$ cat src/rtl/mem_access_pkg.sv
// Shared types and constants for the data-memory access unit.
package mem_access_pkg;

    typedef enum logic [1:0] {
        IDLE   = 2'd0,
        ACCESS = 2'd1,
        DONE   = 2'd2
    } state_t;

    localparam int WORD_BYTES        = 4;
    localparam int MEM_BYTES_DEFAULT = 19;

    // Widen a loaded byte to 32 bits, zero- or sign-extended.
    function automatic logic [31:0] extend_byte(input logic [7:0] b, input logic is_unsigned);
        return is_unsigned ? {24'h000000, b} : {{24{b[7]}}, b};
    endfunction

endpackage

$ cat src/rtl/mem_access_if.sv
// Pipeline request/response handshake plus the byte-wide data-memory port.
interface mem_access_if;

    logic        req_valid;
    logic        req_ready;
    logic        req_write;
    logic        req_byte;
    logic        req_unsigned;
    logic [31:0] req_address;
    logic [31:0] req_write_data;
    logic        resp_valid;
    logic [31:0] resp_read_data;
    logic        resp_error;
    logic        stall;
    logic [31:0] address;
    logic [7:0]  write_data;
    logic        memRead;
    logic        memWrite;
    logic [7:0]  read_data;

    // Environment side: pipeline control plus the memory's read path.
    modport master (
        output req_valid, req_write, req_byte, req_unsigned, req_address, req_write_data,
        output read_data,
        input  req_ready, resp_valid, resp_read_data, resp_error, stall,
        input  address, write_data, memRead, memWrite
    );

    // Access-unit side.
    modport slave (
        input  req_valid, req_write, req_byte, req_unsigned, req_address, req_write_data,
        input  read_data,
        output req_ready, resp_valid, resp_read_data, resp_error, stall,
        output address, write_data, memRead, memWrite
    );

endinterface

$ cat src/rtl/mem_access_unit.sv
// Splits one word/byte load or store into single-byte memory strobes and stalls until done.
// Optional MEM_ACCESS_BYTE_EN enables byte accesses; without it every access is an aligned word.
module mem_access_unit
    import mem_access_pkg::*;
#(
    parameter int MEM_BYTES = MEM_BYTES_DEFAULT
) (
    input  logic         clk,
    input  logic         reset,
    mem_access_if.slave  bus
);

    state_t      state_reg, state_next;
    logic [1:0]  idx_reg, idx_next;
    logic        write_reg, byte_reg, unsigned_reg, error_reg;
    logic [31:0] addr_reg, wdata_reg;
    logic [7:0]  lane_reg [WORD_BYTES];

    logic        req_byte_eff, req_unsigned_eff;
    logic [2:0]  req_n;
    logic [32:0] req_end;
    logic        req_error;
    logic        accept;
    logic [1:0]  last_idx;
    logic [31:0] wdata_shift;
    logic [31:0] word_data;

`ifdef MEM_ACCESS_BYTE_EN
    assign req_byte_eff     = bus.req_byte;
    assign req_unsigned_eff = bus.req_unsigned;
`else
    logic unused_byte_ctrl;
    assign unused_byte_ctrl = bus.req_byte ^ bus.req_unsigned;
    assign req_byte_eff     = 1'b0;
    assign req_unsigned_eff = 1'b0;
`endif

    // The end-of-access check is done in 33 bits so addresses near 2^32 cannot wrap into range.
    assign req_n     = req_byte_eff ? 3'd1 : 3'd4;
    assign req_end   = {1'b0, bus.req_address} + {30'b0, req_n};
    assign req_error = (!req_byte_eff && (bus.req_address[1:0] != 2'b00)) ||
                       (req_end > 33'(MEM_BYTES));
    assign accept    = (state_reg == IDLE) && bus.req_valid;
    assign last_idx  = byte_reg ? 2'd0 : 2'd3;

    always_comb begin
        state_next = state_reg;
        idx_next   = idx_reg;
        case (state_reg)
            IDLE: begin
                if (bus.req_valid) begin
                    state_next = req_error ? DONE : ACCESS;
                    idx_next   = 2'd0;
                end
            end
            ACCESS: begin
                idx_next = idx_reg + 2'd1;
                if (idx_reg == last_idx) begin
                    state_next = DONE;
                end
            end
            DONE: begin
                state_next = IDLE;
            end
            default: begin
                state_next = IDLE;
                idx_next   = 2'd0;
            end
        endcase
    end

    always_ff @(posedge clk) begin
        if (reset) begin
            state_reg    <= IDLE;
            idx_reg      <= 2'd0;
            write_reg    <= 1'b0;
            byte_reg     <= 1'b0;
            unsigned_reg <= 1'b0;
            error_reg    <= 1'b0;
            addr_reg     <= 32'h0;
            wdata_reg    <= 32'h0;
        end else begin
            state_reg <= state_next;
            idx_reg   <= idx_next;
            if (accept) begin
                write_reg    <= bus.req_write;
                byte_reg     <= req_byte_eff;
                unsigned_reg <= req_unsigned_eff;
                error_reg    <= req_error;
                addr_reg     <= bus.req_address;
                wdata_reg    <= bus.req_write_data;
            end
        end
    end

    // One capture register per byte lane; a load fills lane idx on each ACCESS cycle.
    for (genvar gi = 0; gi < WORD_BYTES; gi++) begin : g_lane
        always_ff @(posedge clk) begin
            if (reset) begin
                lane_reg[gi] <= 8'h00;
            end else if (accept) begin
                lane_reg[gi] <= 8'h00;
            end else if (state_reg == ACCESS && !write_reg && idx_reg == 2'(gi)) begin
                lane_reg[gi] <= bus.read_data;
            end
        end
    end

    assign word_data   = {lane_reg[3], lane_reg[2], lane_reg[1], lane_reg[0]};
    assign wdata_shift = wdata_reg >> {idx_reg, 3'b000};

    always_comb begin
        bus.req_ready      = 1'b0;
        bus.stall          = 1'b1;
        bus.resp_valid     = 1'b0;
        bus.resp_error     = 1'b0;
        bus.resp_read_data = 32'h0;
        bus.memRead        = 1'b0;
        bus.memWrite       = 1'b0;
        bus.address        = 32'h0;
        bus.write_data     = 8'h00;
        case (state_reg)
            IDLE: begin
                bus.req_ready = 1'b1;
                bus.stall     = 1'b0;
            end
            ACCESS: begin
                // Strobes are gated by reset so an aborted access stops writing in the same cycle.
                bus.address    = addr_reg + {30'b0, idx_reg};
                bus.write_data = write_reg ? wdata_shift[7:0] : 8'h00;
                bus.memWrite   = write_reg && !reset;
                bus.memRead    = !write_reg && !reset;
            end
            DONE: begin
                bus.resp_valid = 1'b1;
                bus.resp_error = error_reg;
                if (!error_reg && !write_reg) begin
                    bus.resp_read_data = byte_reg ? extend_byte(lane_reg[0], unsigned_reg)
                                                  : word_data;
                end
            end
            default: begin
                bus.stall = 1'b1;
            end
        endcase
    end

endmodule

$ cat src/flat_wrapper.sv
// flat-port wrapper written by rule: the top's interface ports become plain ports
module mem_access_unit_flat import mem_access_pkg::*;
#(
    parameter int MEM_BYTES = MEM_BYTES_DEFAULT
)
  (clk, reset, bus_req_valid, bus_req_write, bus_req_byte, bus_req_unsigned, bus_req_address, bus_req_write_data, bus_read_data, bus_req_ready, bus_resp_valid, bus_resp_read_data, bus_resp_error, bus_stall, bus_address, bus_write_data, bus_memRead, bus_memWrite);
  mem_access_if bus_i ();
  input  logic clk;
  input  logic reset;
  input wire logic [$bits(bus_i.req_valid)-1:0] bus_req_valid;
  input wire logic [$bits(bus_i.req_write)-1:0] bus_req_write;
  input wire logic [$bits(bus_i.req_byte)-1:0] bus_req_byte;
  input wire logic [$bits(bus_i.req_unsigned)-1:0] bus_req_unsigned;
  input wire logic [$bits(bus_i.req_address)-1:0] bus_req_address;
  input wire logic [$bits(bus_i.req_write_data)-1:0] bus_req_write_data;
  input wire logic [$bits(bus_i.read_data)-1:0] bus_read_data;
  output wire logic [$bits(bus_i.req_ready)-1:0] bus_req_ready;
  output wire logic [$bits(bus_i.resp_valid)-1:0] bus_resp_valid;
  output wire logic [$bits(bus_i.resp_read_data)-1:0] bus_resp_read_data;
  output wire logic [$bits(bus_i.resp_error)-1:0] bus_resp_error;
  output wire logic [$bits(bus_i.stall)-1:0] bus_stall;
  output wire logic [$bits(bus_i.address)-1:0] bus_address;
  output wire logic [$bits(bus_i.write_data)-1:0] bus_write_data;
  output wire logic [$bits(bus_i.memRead)-1:0] bus_memRead;
  output wire logic [$bits(bus_i.memWrite)-1:0] bus_memWrite;
  assign bus_i.req_valid = bus_req_valid;
  assign bus_i.req_write = bus_req_write;
  assign bus_i.req_byte = bus_req_byte;
  assign bus_i.req_unsigned = bus_req_unsigned;
  assign bus_i.req_address = bus_req_address;
  assign bus_i.req_write_data = bus_req_write_data;
  assign bus_i.read_data = bus_read_data;
  assign bus_req_ready = bus_i.req_ready;
  assign bus_resp_valid = bus_i.resp_valid;
  assign bus_resp_read_data = bus_i.resp_read_data;
  assign bus_resp_error = bus_i.resp_error;
  assign bus_stall = bus_i.stall;
  assign bus_address = bus_i.address;
  assign bus_write_data = bus_i.write_data;
  assign bus_memRead = bus_i.memRead;
  assign bus_memWrite = bus_i.memWrite;
  mem_access_unit #(.MEM_BYTES(MEM_BYTES)) u_core (.clk(clk), .reset(reset), .bus(bus_i));
endmodule
$ cat config.mk
export PLATFORM = sky130hd
export DESIGN_NAME = mem_access_unit_flat
export DESIGN_NICKNAME = d
export VERILOG_FILES = /design/src/rtl/mem_access_pkg.sv /design/src/rtl/mem_access_if.sv /design/src/rtl/mem_access_unit.sv /design/src/flat_wrapper.sv
export SDC_FILE = /design/constraint.sdc
export NUM_CORES = 1
export LEC_CHECK = 0
export ABC_AREA = 1
export BUFFER_PORTS_ARGS = -buffer_cell sky130_fd_sc_hd__buf_2
export CAP_MARGIN = 30
export CORE_ASPECT_RATIO = 0.75
export CORE_MARGIN = 2
export CORE_UTILIZATION = 25
export DETAILED_ROUTE_END_ITERATION = 6
export HOLD_SLACK_MARGIN = 0.05
export PLACE_DENSITY = 0.53
export SLEW_MARGIN = 40
export SYNTH_ARGS = -nofsm -noshare
export SYNTH_HDL_FRONTEND = slang
export SYNTH_SLANG_ARGS = --single-unit
$ cat constraint.sdc
create_clock -name clk -period 1.8 [get_ports clk]
set_input_delay 0 -clock clk [delete_from_list [all_inputs] [get_ports clk]]
set_output_delay 0 -clock clk [all_outputs]
set_load 0.1 [all_outputs]
# [After elaboration in Yosys (flattened, before gate mapping)]
# Memory sizes are Yosys's and may differ from the RTL's.
# Cells that the tools add are included.
[word_totals] rom_bits=0 ram_bits=32 register_bits=70 mem_count=1 latch_bits=0
[op_classes] n_lt_le_gt_ge=1 n_div=0 reduce_logical=18 n_addsub=3 bitwise=9 eq_ne=7 n_shift=1 mul=0 n_mux=46
[memory_table] memory="u_core.lane_reg" words=4 width=8 read_ports=4 rd_ports_with_merged_regs=0 wr=4 line="mem_access_unit.sv:17" rtl="logic [7:0] lane_reg [WORD_BYTES];"
[op_table] cell="32-bit two-way mux" n=3
[op_table] cell="8-bit two-way mux" n=10
[op_table] cell="32-bit by 3-bit adder with 33-bit output (second input constant)" n=1
[op_table] cell="33-bit by 5-bit greater-than comparator with 1-bit output (second input constant)" n=1
[op_table] cell="32-bit by 2-bit adder with 32-bit output" n=1
[op_table] cell="32-bit by 5-bit >> shifter with 8-bit output" n=1
[op_table] cell="1-bit two-way mux" n=27
[op_table] cell="1-bit logical AND" n=9
[op_table] cell="2-bit two-way mux" n=4
[op_table] cell="1-bit OR" n=8
[op_table] cell="2-bit == test (second input constant)" n=3
[op_table] cell="2-bit case mux with 3 select lines" n=1
[op_table] cell="2-bit by 1-bit == test with 1-bit output (second input constant)" n=2
[op_table] cell="2-bit zero test" n=2
[op_table] cell="2-bit case mux with 2 select lines" n=1
[op_table] cell="2-bit AND reduction" n=2
[op_table] cell="1-bit zero test" n=3
[op_table] cell="2-bit by 1-bit adder with 2-bit output (second input constant)" n=1
[op_table] cell="2-bit by 1-bit inequality test with 1-bit output (second input constant)" n=1
[op_table] cell="2-bit inequality test (second input constant)" n=1
[op_table] cell="2-bit nonzero test" n=1
[op_table] cell="1-bit logical OR" n=1
[op_table] cell="1-bit NOT" n=1

# [Depth between registers and ports, before layout]
[logic_depth] word_depth=8 mapped_depth=14 ltp_nobuf=14

# [Worst setup path before layout]
# OpenSTA, ideal clock, no wires.
[synth_timing] kind="flip-flop to flip-flop" start="reg u_core.state_reg[1]" end="mem u_core.lane_reg[0][0] (enable)" setup_slack_ns=-1.950 setup_ns=0.334 stages_incl_launch_ff=7 arrival_ns=3.416 cell_sequence="dfxtp_1 > nor2_1 > inv_1 > nor2_1 > nor2_1 > clkbuf_1 > nand2_1"
[synth_lines] item="start: declaration" line="mem_access_unit.sv:13" rtl="state_t state_reg, state_next;"
[synth_lines] item="start signal: assignment" line="mem_access_unit.sv:83" rtl="state_reg <= state_next;"
[synth_lines] item="end: declaration" line="mem_access_unit.sv:17"

# [Worst setup path after layout]
[layout_timing] start="reg u_core.addr_reg[0]" end="out bus_address[3]"
[layout_via] elab_chain_cells=2
[layout_rtl] item="start: declaration" line="mem_access_unit.sv:16" rtl="logic [31:0] addr_reg, wdata_reg;"
[layout_rtl] item="start signal: assignment" line="mem_access_unit.sv:90" rtl="addr_reg <= bus.req_address;"
[layout_rtl] item="32-bit by 2-bit adder with 32-bit output" line="mem_access_unit.sv:129" rtl="bus.address = addr_reg + {30'b0, idx_reg};"
[layout_rtl] item="32-bit two-way mux" line="mem_access_unit.sv:122" rtl="case (state_reg)"
[layout_rtl] item="end: declaration" line="flat_wrapper.sv:22" rtl="output wire logic [$bits(bus_i.address)-1:0] bus_address;"
# No other way between the ends.

==> out/results.txt <==
Area growth, synth to finish: 92.4%
Failing checks: negative setup slack
Top_reg_cell synth: dfxtp_1
CP Max Fanout: 2
Total track usage: 0.181
Ports: 156
Met2 GRT Util: 0.255
Synthesis Warnings: 0
Router iterations before antenna repair: 5
GR peak layer: met1
Synth Register Bits: 102
Die area: 25800 um^2
Placer's final routability congestion estimate: 0.875
Post-synthesis sequential area ratio: 0.385
Vias: 7033
Final min period: 2.42 ns
Slew @ Worst Pin: 0.489 ns
Global-route wire length before repair: 36300 um
Skew final: 0.00530 ns
Final setup margin: -0.619 ns
Cell type with the largest total area after synthesis: dfxtp_1
Reg-to-Reg End: u_core.lane_reg[2][3]
Sequential power share: 0.435
Clock latency at the later pin of the worst-skew pair: 0.35 ns
Post-synth EDFFs: 32
Clk buf depth: 2
Hold Path Depth: 4
Final instance area: 11800 um^2
CTS H-tree lvls: 3
Port bufs: 153
Critical R2R Launch: u_core.state_reg[0]
CP endpoint kind: primary output
Clk root buf: clkbuf_16
Worst setup SP type: register
Largest net degree at the start of global routing: 34
Max Cap Viol: 0
Initial antenna violation count: 0
Post-synthesis average cell area: 6.88 um^2
Max frequency: 413 MHz
Combinational power share: 0.242
Setup violations, final: 34
Grt total ovfl: 0
Worst R2R Path Depth: 7
Clk pwr share: 0.322
Peak VDD IR: 0.393 mV
RSZ-0062 raised after global routing: true
Die height: 140 um
Vias/cell: 4.49
Final slew viol count: 0
Relative slew margins: 0.676
Clk sink count: 102
Area after DPL: 10100 um^2
DRC viols: 0
CP Cell Sequence: ha_4, buf_4, nand2_2, nand2_2, buf_4, buf_4, buf_4, buf_4, buf_4, buf_4, buf_4, buf_4, a21oi_4, nor3_2, buf_12
Grt met1 use: 0.282
Fin. Hold Viols: 0
Routed len/inst: 15.0 um
Fraction of layout cells with a size suffix above 1: 0.429
GRT met3 Usage: 0.0387
Worst R2R Setup Slack: 0.21 ns
Syn nets: 979
Worst path slowest cell: dfxtp_2
Final HPWL DP: 17900 um
Worst Path Buf+Inv: 10
Synth top area share: 0.228
Worst Setup Path Type: register to primary output
Min-delay src: bus_req_address[6]
WHS Endpoint: u_core.addr_reg[6]
Outcome: finished with violations
Hold/Removal Path Class: primary input to register
Initial drt markers: 436
Share of flip-flops with an asynchronous set or reset: 0
CTS clk-pin slew, worst paths: 0.07 ns
Placement row count: 49
Ant. Diodes: 0
Synth area leaders: dfxtp_1 23%, edfxtp_1 16%, nand2_1 13%
Final WL: 23500 um
Worst path most repeated cell: buf_4
Starting density of the core: 0.255
CTS tree: yes
Nets: 1317
Number of global-route vias before repair: 6748
Cell area after synthesis: 6140 um^2
Critical path's top delay family: buffers and inverters
Critical Path Max Stage Delay: 0.34 ns
Critical Path AT: 2.42 ns
Synth Instances: 893
Final antenna-violating net count: 0
P_leak: 4.78 nW
Inserted Clock Buffers: 9
Pwr/cell area: 504 nW/um^2
Int Pwr: 4.04 mW
Core footprint: 24000 um^2
Final period util: 1.34
Psw: 1.91 mW
Post-synth cell types: 39
Die Wd: 185 um
Worst Path Required: 1.80 ns
Net Sw Frac: 0.322
Final core utilization: 0.492
## worst min-delay path: stages
cell and delay [ns]:
buf_2 0.15, buf_4 0.13, nand2_1 0.04, o21ai_0 0.06
## per-layer routing
metal | wire, um | up-vias
li1 | - | 3577
met1 | 12100 | 3265
met2 | 9870 | 181
met3 | 1390 | 10
met4 | 173 | 0
met5 | 0 | -
## kinds of logic (layout without fill, tap and decap cells)
logic type,Yosys count,count (layout),synth area share
AND/OR/NAND/NOR,485,485,0.356
AO/OA/AOI/OAI,137,137,0.130
buffers and inverters,148,491,0.0931
flip-flops,102,102,0.385
adder cells (fa/ha/maj),8,8,0.0175
XOR/XNOR,13,13,0.0185
## synthesized netlist by cell type, types with 18 or more instances
cell / n
a21oi_1: 38
a22o_1: 18
clkbuf_1: 19
dfxtp_1: 70
edfxtp_1: 32
inv_1: 115
nand2_1: 217
nand3_1: 26
nand4_1: 18
nor2_1: 154
nor3_1: 23
o21ai_0: 54
o22ai_1: 20
## worst max path at each step
stage	from	endpoint	slack [ns]	cells past startpoint
after global routing	u_core.addr_reg[0]	bus_address[26]	-0.74	13
after floorplan	u_core.state_reg[0]	u_core.lane_reg[2][0]	-0.68	6
final	u_core.addr_reg[0]	bus_address[3]	-0.62	15
after detailed placement	u_core.idx_reg[1]	bus_address[17]	-0.29	12
after CTS	u_core.idx_reg[0]	bus_address[26]	-0.61	13
after global placement	u_core.idx_reg[1]	bus_address[25]	-0.31	14
## power groups by stage
| stage | combinational [mW] | clock [mW] | sequential, mW |
|---|---|---|---|
| floorplan | 0.768 | 0 | 2.63 |
| global placement | 1.25 | 0 | 2.63 |
| detailed placement | 1.26 | 0 | 2.64 |
| CTS | 1.41 | 1.97 | 2.59 |
| global route | 1.55 | 2.08 | 2.61 |
| finish | 1.44 | 1.92 | 2.59 |
## final cells by class
cell class | instances | area (um^2)
clock buffer | 10 | 229
clock inverter | 6 | 55.1
fill | 2293 | 12200
inverter | 120 | 468
multi-input combinational | 643 | 4530
sequential | 102 | 2380
tap | 331 | 414
timing repair buffer | 355 | 3740
## repair_timing
action	CTS	global route
buffers inserted	14	12
resized for setup	54	96
hold buffers	70	0
hold endpoints to repair	95	0
pin swaps	33	25
setup endpoints to repair	93	76
## cells in the final DEF, fill, tap and decap left out, types with 6 or more instances in the layout
master	synthesis	layout
buf_12	0	82
o21ai_0	54	17
buf_2	4	77
o22ai_1	20	20
o21ai_2	1	13
dlygate4sd3_1	0	70
nor2_1	154	84
nand4_1	18	18
buf_6	1	15
nand3_1	26	24
nor3_1	23	16
dfxtp_1	70	62
nand2_1	217	188
a22o_1	18	18
buf_4	1	109
inv_2	1	7
a21oi_4	0	19
a21oi_1	38	9
dfxtp_2	0	6
a21oi_2	0	10
inv_1	115	106
nand2_2	7	23
clkbuf_16	0	9
nor2_4	8	72
nand2_4	2	12
nor2_2	7	13
o21ai_1	0	23
edfxtp_1	32	32
xor2_2	0	6
## per-stage QoR
stage | hold slack, ns | setup slack, ns | setup TNS (ns) | total power [mW] | instances
2_1_floorplan | 0.113 | -0.681 | -78.35 | 3.40 | 893
3_3_place_gp | 0.201 | -0.308 | -4.27 | 3.89 | 1462
3_5_place_dp | 0.215 | -0.292 | -5.00 | 3.89 | 1462
4_1_cts | 0.0554 | -0.607 | -14.46 | 5.97 | 1559
5_1_grt | 0.0781 | -0.739 | -17.13 | 6.23 | 1567
6_report | 0.0615 | -0.619 | -13.35 | 5.95 | 1567
(Power assumes the default switching activity.)
